[config.mk]
export PLATFORM = sky130hd
export DESIGN_NAME = auv_regfile_mp
export DESIGN_NICKNAME = d
export VERILOG_FILES = /design/src/rtl/auv_pkg.sv /design/src/rtl/auv_regfile_fwd.sv /design/src/rtl/auv_regfile_mp.sv
export SDC_FILE = /design/constraint.sdc
export NUM_CORES = 2
export LEC_CHECK = 0
export CAP_MARGIN = 20
export CORE_UTILIZATION = 55
export CTS_BUF_LIST = sky130_fd_sc_hd__clkbuf_8
export CTS_CLUSTER_DIAMETER = 150
export CTS_CLUSTER_SIZE = 25
export DETAILED_ROUTE_END_ITERATION = 12
export GPL_TIMING_DRIVEN = 0
export HOLD_SLACK_MARGIN = 0.05
export PLACE_DENSITY = 0.78
export REMOVE_ABC_BUFFERS = 1
export SYNTH_ARGS = -nofsm -noshare
export SYNTH_HDL_FRONTEND = slang
export SYNTH_SLANG_ARGS = --single-unit
[constraint.sdc]
create_clock -name clk -period 20.1 [get_ports clk]
set_input_delay 2.01 -clock clk [delete_from_list [all_inputs] [get_ports clk]]
set_output_delay 2.01 -clock clk [all_outputs]
set_load 0.05 [all_outputs]
[src/rtl/auv_pkg.sv]
// Shared types and default sizing for the auv_cpu integer register file.
package auv_pkg;

  localparam int DEF_XLEN  = 32;
  localparam int DEF_NREGS = 16;
  localparam int DEF_AW    = $clog2(DEF_NREGS);

  typedef logic [DEF_XLEN-1:0] word_t;
  typedef logic [DEF_AW-1:0]   reg_idx_t;

  localparam reg_idx_t REG_ZERO = '0;

endpackage

[src/rtl/auv_regfile_fwd.sv]
// Write-port forwarding match: reports whether any enabled write port targets
// addr and returns the data of the highest-index such port.
module auv_regfile_fwd #(
  parameter int XLEN = 32,
  parameter int AW   = 4,
  parameter int NWR  = 2
) (
  input  logic [AW-1:0]   addr,
  input  logic            we [NWR],
  input  logic [AW-1:0]   wa [NWR],
  input  logic [XLEN-1:0] wd [NWR],
  output logic            hit,
  output logic [XLEN-1:0] data
);

  always_comb begin
    hit  = 1'b0;
    data = '0;
    // Ascending scan so the highest matching port is the one left standing.
    for (int j = 0; j < NWR; j++) begin
      if (we[j] && (wa[j] == addr)) begin
        hit  = 1'b1;
        data = wd[j];
      end
    end
  end

endmodule

[src/rtl/auv_regfile_mp.sv]
// Multi-port integer register file with registered reads, write bypass and
// snooping stall-hold. Optional pending-write scoreboard: AUV_REGFILE_SCOREBOARD_EN.
module auv_regfile_mp
  import auv_pkg::*;
#(
  parameter int XLEN  = DEF_XLEN,
  parameter int NREGS = DEF_NREGS,
  parameter int NRD   = 2,
  parameter int NWR   = 2,
  localparam int AW   = $clog2(NREGS)
) (
  input  logic            clk,
  input  logic            rst,
  input  logic            stall,
  input  logic [AW-1:0]   ra [NRD],
  output logic [XLEN-1:0] rd [NRD],
  input  logic            we [NWR],
  input  logic [AW-1:0]   wa [NWR],
  input  logic [XLEN-1:0] wd [NWR],
  input  logic            sb_set,
  input  logic [AW-1:0]   sb_addr,
  output logic            busy [NRD]
);

  logic [XLEN-1:0] mem [NREGS];

  // Writes to r0 are dropped, so mem[0] stays at its reset value of zero.
  always_ff @(posedge clk or posedge rst) begin
    if (rst) begin
      for (int k = 0; k < NREGS; k++) mem[k] <= '0;
    end else begin
      for (int j = 0; j < NWR; j++) begin
        if (we[j] && (wa[j] != '0)) mem[wa[j]] <= wd[j];
      end
    end
  end

`ifdef AUV_REGFILE_SCOREBOARD_EN
  logic [NREGS-1:0] sb;
  logic [NREGS-1:0] sb_nxt;

  // Clears from writebacks first, then the issue-side set, so set wins.
  always_comb begin
    sb_nxt = sb;
    for (int j = 0; j < NWR; j++) begin
      if (we[j]) sb_nxt[wa[j]] = 1'b0;
    end
    if (sb_set) sb_nxt[sb_addr] = 1'b1;
    sb_nxt[0] = 1'b0;
  end

  always_ff @(posedge clk or posedge rst) begin
    if (rst) sb <= '0;
    else     sb <= sb_nxt;
  end
`else
  logic unused_sb;
  assign unused_sb = ^{sb_set, sb_addr};
`endif

  for (genvar i = 0; i < NRD; i++) begin : g_rd
    logic [AW-1:0]   cap_q;
    logic [XLEN-1:0] rd_q;
    logic [AW-1:0]   fwd_addr;
    logic            fwd_hit;
    logic [XLEN-1:0] fwd_data;

    // One matcher per port: it watches ra while reading and cap while held.
    assign fwd_addr = stall ? cap_q : ra[i];

    auv_regfile_fwd #(
      .XLEN (XLEN),
      .AW   (AW),
      .NWR  (NWR)
    ) u_fwd (
      .addr (fwd_addr),
      .we   (we),
      .wa   (wa),
      .wd   (wd),
      .hit  (fwd_hit),
      .data (fwd_data)
    );

    always_ff @(posedge clk or posedge rst) begin
      if (rst) begin
        rd_q  <= '0;
        cap_q <= '0;
      end else if (stall) begin
        if ((cap_q != '0) && fwd_hit) rd_q <= fwd_data;
      end else begin
        cap_q <= ra[i];
        if (ra[i] == '0)  rd_q <= '0;
        else if (fwd_hit) rd_q <= fwd_data;
        else              rd_q <= mem[ra[i]];
      end
    end

    assign rd[i] = rd_q;

`ifdef AUV_REGFILE_SCOREBOARD_EN
    logic busy_q;

    always_ff @(posedge clk or posedge rst) begin
      if (rst)        busy_q <= 1'b0;
      else if (stall) busy_q <= sb_nxt[cap_q];
      else            busy_q <= sb_nxt[ra[i]];
    end

    assign busy[i] = busy_q;
`else
    assign busy[i] = 1'b0;
`endif
  end

endmodule

==> flow_summary.toml <==
[synthesis]
yosysUniqueCellTypes = 31
syn_avg_cell_area_um2 = 10.8
yosys.area.top_type = "dfrtp_1"
ys.flop_type = "dfrtp_1"
synth_edf_count = 0
synth_mux_area_share_pct = 35.1
synthArstFlopShare_pct = 100
yosysWarnings = 0
synth_top_family_by_area = "multiplexers"
synth_area_leaders = "dfrtp_1, mux2i_1, mux4_2"
synth-seq-cells = 584
synthSimpleGateAreaFrac_pct = 7.41
synth_xor_area_share_pct = 0.299
synth-adder-area-share_pct = 0
yosysTopAreaCellShare_pct = 41.5
syn_inst = 3262
yosysSeqAreaShare_pct = 41.5
synth_area_um2 = 35200
synth-compound-area-share_pct = 10.8

[route]
first_pass_iters = 6
wl_mm = 112
ant_nets = 0
viasPerCell = 6.98
drc = 0
vias = 27600
wire_per_inst_um = 28.4
drt_iter0_drc = 3897

[cts]
cts_made_buffers = 27
cts_hold_buf = 0
clock_tree.htree_level_count = 1
cts_max_path_buffers = 3
root_buffer = "clkbuf_8"
clk_pin_slew_ns = 0.16
cts_tree = "yes"
post-cts-setup-buffer-count = 0
clock-sinks = 584
post_cts_resized = 0
clk_latency_ns = 0.71

[power_and_ir_drop]
combPwrFrac_pct = 33.8
vdd_drop_max_v = 0.0000433
p_sw_share_pct = 34.7
seq_power_share_pct = 51.1
p_per_area_nw_per_um2 = 85.8
pwr-share-clk_pct = 15.0
switching_power_uw = 1140
internal_power_uw = 2150
p_leak_uw = 0.0155

[final_layout]
final_cell_mix = "mux2i_1, dfrtp_1, nor2_1"
area_growth_syn_to_layout_pct = 8.87
drive_gt1_share_pct = 14.8
final_common_cell = "mux2i_1"
nets = 3193
final.fill_count = 4784

[sta]
finalHoldViolations = 0
drv_slew = 0
tightest_slew_ns = 1.06
finalCritPeriodShare_pct = 26.6
rsz0062_at_grt = "no"
setup_slack_ns = 14.76
setup_viol = 0
period_minus_slack_ns = 5.34
clock_skew_ns = 0.0367
timing.hold.ws_ns = 0.412
fmax_mhz = 187
slew-limit-headroom_pct = 28.5
tns_ns = 0

[setup_path]
r2r-end = "g_rd[1].rd_q[29]"
r2r_cells = 10
critPathLaunchType = "primary input"
crit_chain = "buf_4 -> mux2i_1 -> xnor2_1 -> nor4_4 -> buf_8 -> o211ai_1 -> buf_6 -> buf_4 -> buf_4 -> nor2_1 -> a221o_1"
ff2ff_setup_slack_ns = 16.53
cp_max_fo = 45
slowest_stage = "nor4_4"
worst_ep_required_time_ns = 20.75
critPathMaxStageDelay_ns = 0.76
arrival_ns = 5.99
setup.worst_path.class = "in -> reg"
end_kind = "register"
crit_top_cell = "buf_4"
r2r-start = "g_rd[1].cap_q[0]"
cp_top_family = "buffers and inverters"
worst-path-buf-inv = 5

[floorplanning]
initial_core_util_pct = 55.7
top_level_ports = 156
die_h_um = 255
die_w_um = 255
num_rows = 92
die_area_um2 = 65000
core_um2 = 63200

[status]
status = "complete, no violations"

[place]
gp_congestion = 0.849
pre_cts_ws_ns = 14.23
io_buffer_count = 148
hpwl_mm = 70.1

[run]
max-cap-violations = 0

[min_path]
hold_end = "mem[495]"
min_from = "mem[495]"
min_path_type = "reg -> reg"
hold_depth = 0

[global_route]
grt_max_degree = 135
grt_pass1_wl_mm = 170
track_usage_pct = 35.0
grt_pass1_vias = 27900
grt_overflow_total = 0
antenna_found_initial = 7
==> cells by family after synthesis <==
kind of cell | after synthesis
AO/OA/AOI/OAI | 675
multiplexers | 907
flip-flops | 584
other | 1
XOR/XNOR | 12
AND/OR/NAND/NOR | 642
buffers and inverters | 441
==> stage by stage <==
step | std cells | total power [uW] | utilization (%) | area, um^2
after floorplan | 2833 | 2400 | - | 33500
after global placement | 3827 | 2760 | 57.0 | 36000
after detailed placement | 3920 | 2800 | 60.0 | 37900
after CTS | 3948 | 3270 | 60.6 | 38300
after global routing | 3948 | 3430 | 60.6 | 38300
final | 3952 | 3280 | 60.6 | 38300
==> worst register-to-register path: stages, from the launching register on <==
cell      delay, ns
dfrtp_1        0.42
mux2i_1        0.39
xnor2_1        0.18
nor4_4         0.76
buf_8          0.26
o211ai_1       0.45
buf_6          0.33
buf_4          0.21
buf_4          0.20
nor2_1         0.16
a221o_1        0.14
==> routing by layer <==
layer | up-vias | GRT usage [%] | part of all wire, %
met5 | - | 0.602 | 0.12
met4 | 12 | 16.7 | 5.1
met3 | 477 | 10.3 | 14
met2 | 2006 | 51.1 | 43
met1 | 13700 | 48.0 | 38
li1 | 11400 | - | -
==> worst max-delay path by stage <==
stage / from / to / slack, ns / cells past startpoint
detailed placement: ra[5] / g_rd[0].rd_q[29] / 14.23 / 12
floorplan: rst / g_rd[0].cap_q[0] / 1.75 / 1
finish: stall / g_rd[1].rd_q[29] / 14.76 / 11
global placement: rst / mem[410] / -4.49 / 2
CTS: ra[5] / g_rd[0].rd_q[9] / 14.98 / 12
global route: stall / g_rd[1].rd_q[14] / 14.82 / 11
==> layout make-up <==
| type | instances | area, um^2 | area share (%) |
|---|---|---|---|
| multi-input combinational | 2238 | 19100 | 49.9 |
| antenna | 4 | 10.0 | 0.0261 |
| sequential | 584 | 14600 | 38.1 |
| inverter | 11 | 48.8 | 0.127 |
| clock inverter | 1 | 16.3 | 0.0425 |
| clock buffer | 27 | 372 | 0.970 |
| timing repair buffer | 241 | 3090 | 8.05 |
| tap | 846 | 1060 | 2.76 |
==> power groups by stage <==
stage	Clock [uW]	Sequential [uW]	Combinational, uW
2_1_floorplan	0	1730	667
3_3_place_gp	0	1670	1080
3_5_place_dp	0	1690	1100
4_1_cts	497	1670	1100
5_1_grt	533	1710	1190
6_report	494	1680	1110
==> registers in the layout (all words and copies together), names as in the netlist <==
register    cells
g_rd.cap_q      8
g_rd.rd_q      64
mem           512
==> cells in the mapped netlist (3+ instances only) <==
cell type / number
a221o_1: 64
clkbuf_1: 350
dfrtp_1: 584
o21ai_1: 117
nand2_1: 144
mux2i_1: 615
o21ai_0: 43
xnor2_1: 12
a21oi_1: 414
inv_1: 11
a211oi_1: 33
buf_2: 50
mux4_2: 257
buf_1: 28
mux2_2: 35
nor2b_1: 34
nor2_1: 429
nand2b_1: 7
nor4_1: 9
nand3_1: 4
nor3_1: 3
or3_1: 5
Note: power is estimated with default switching activity, not from simulation.
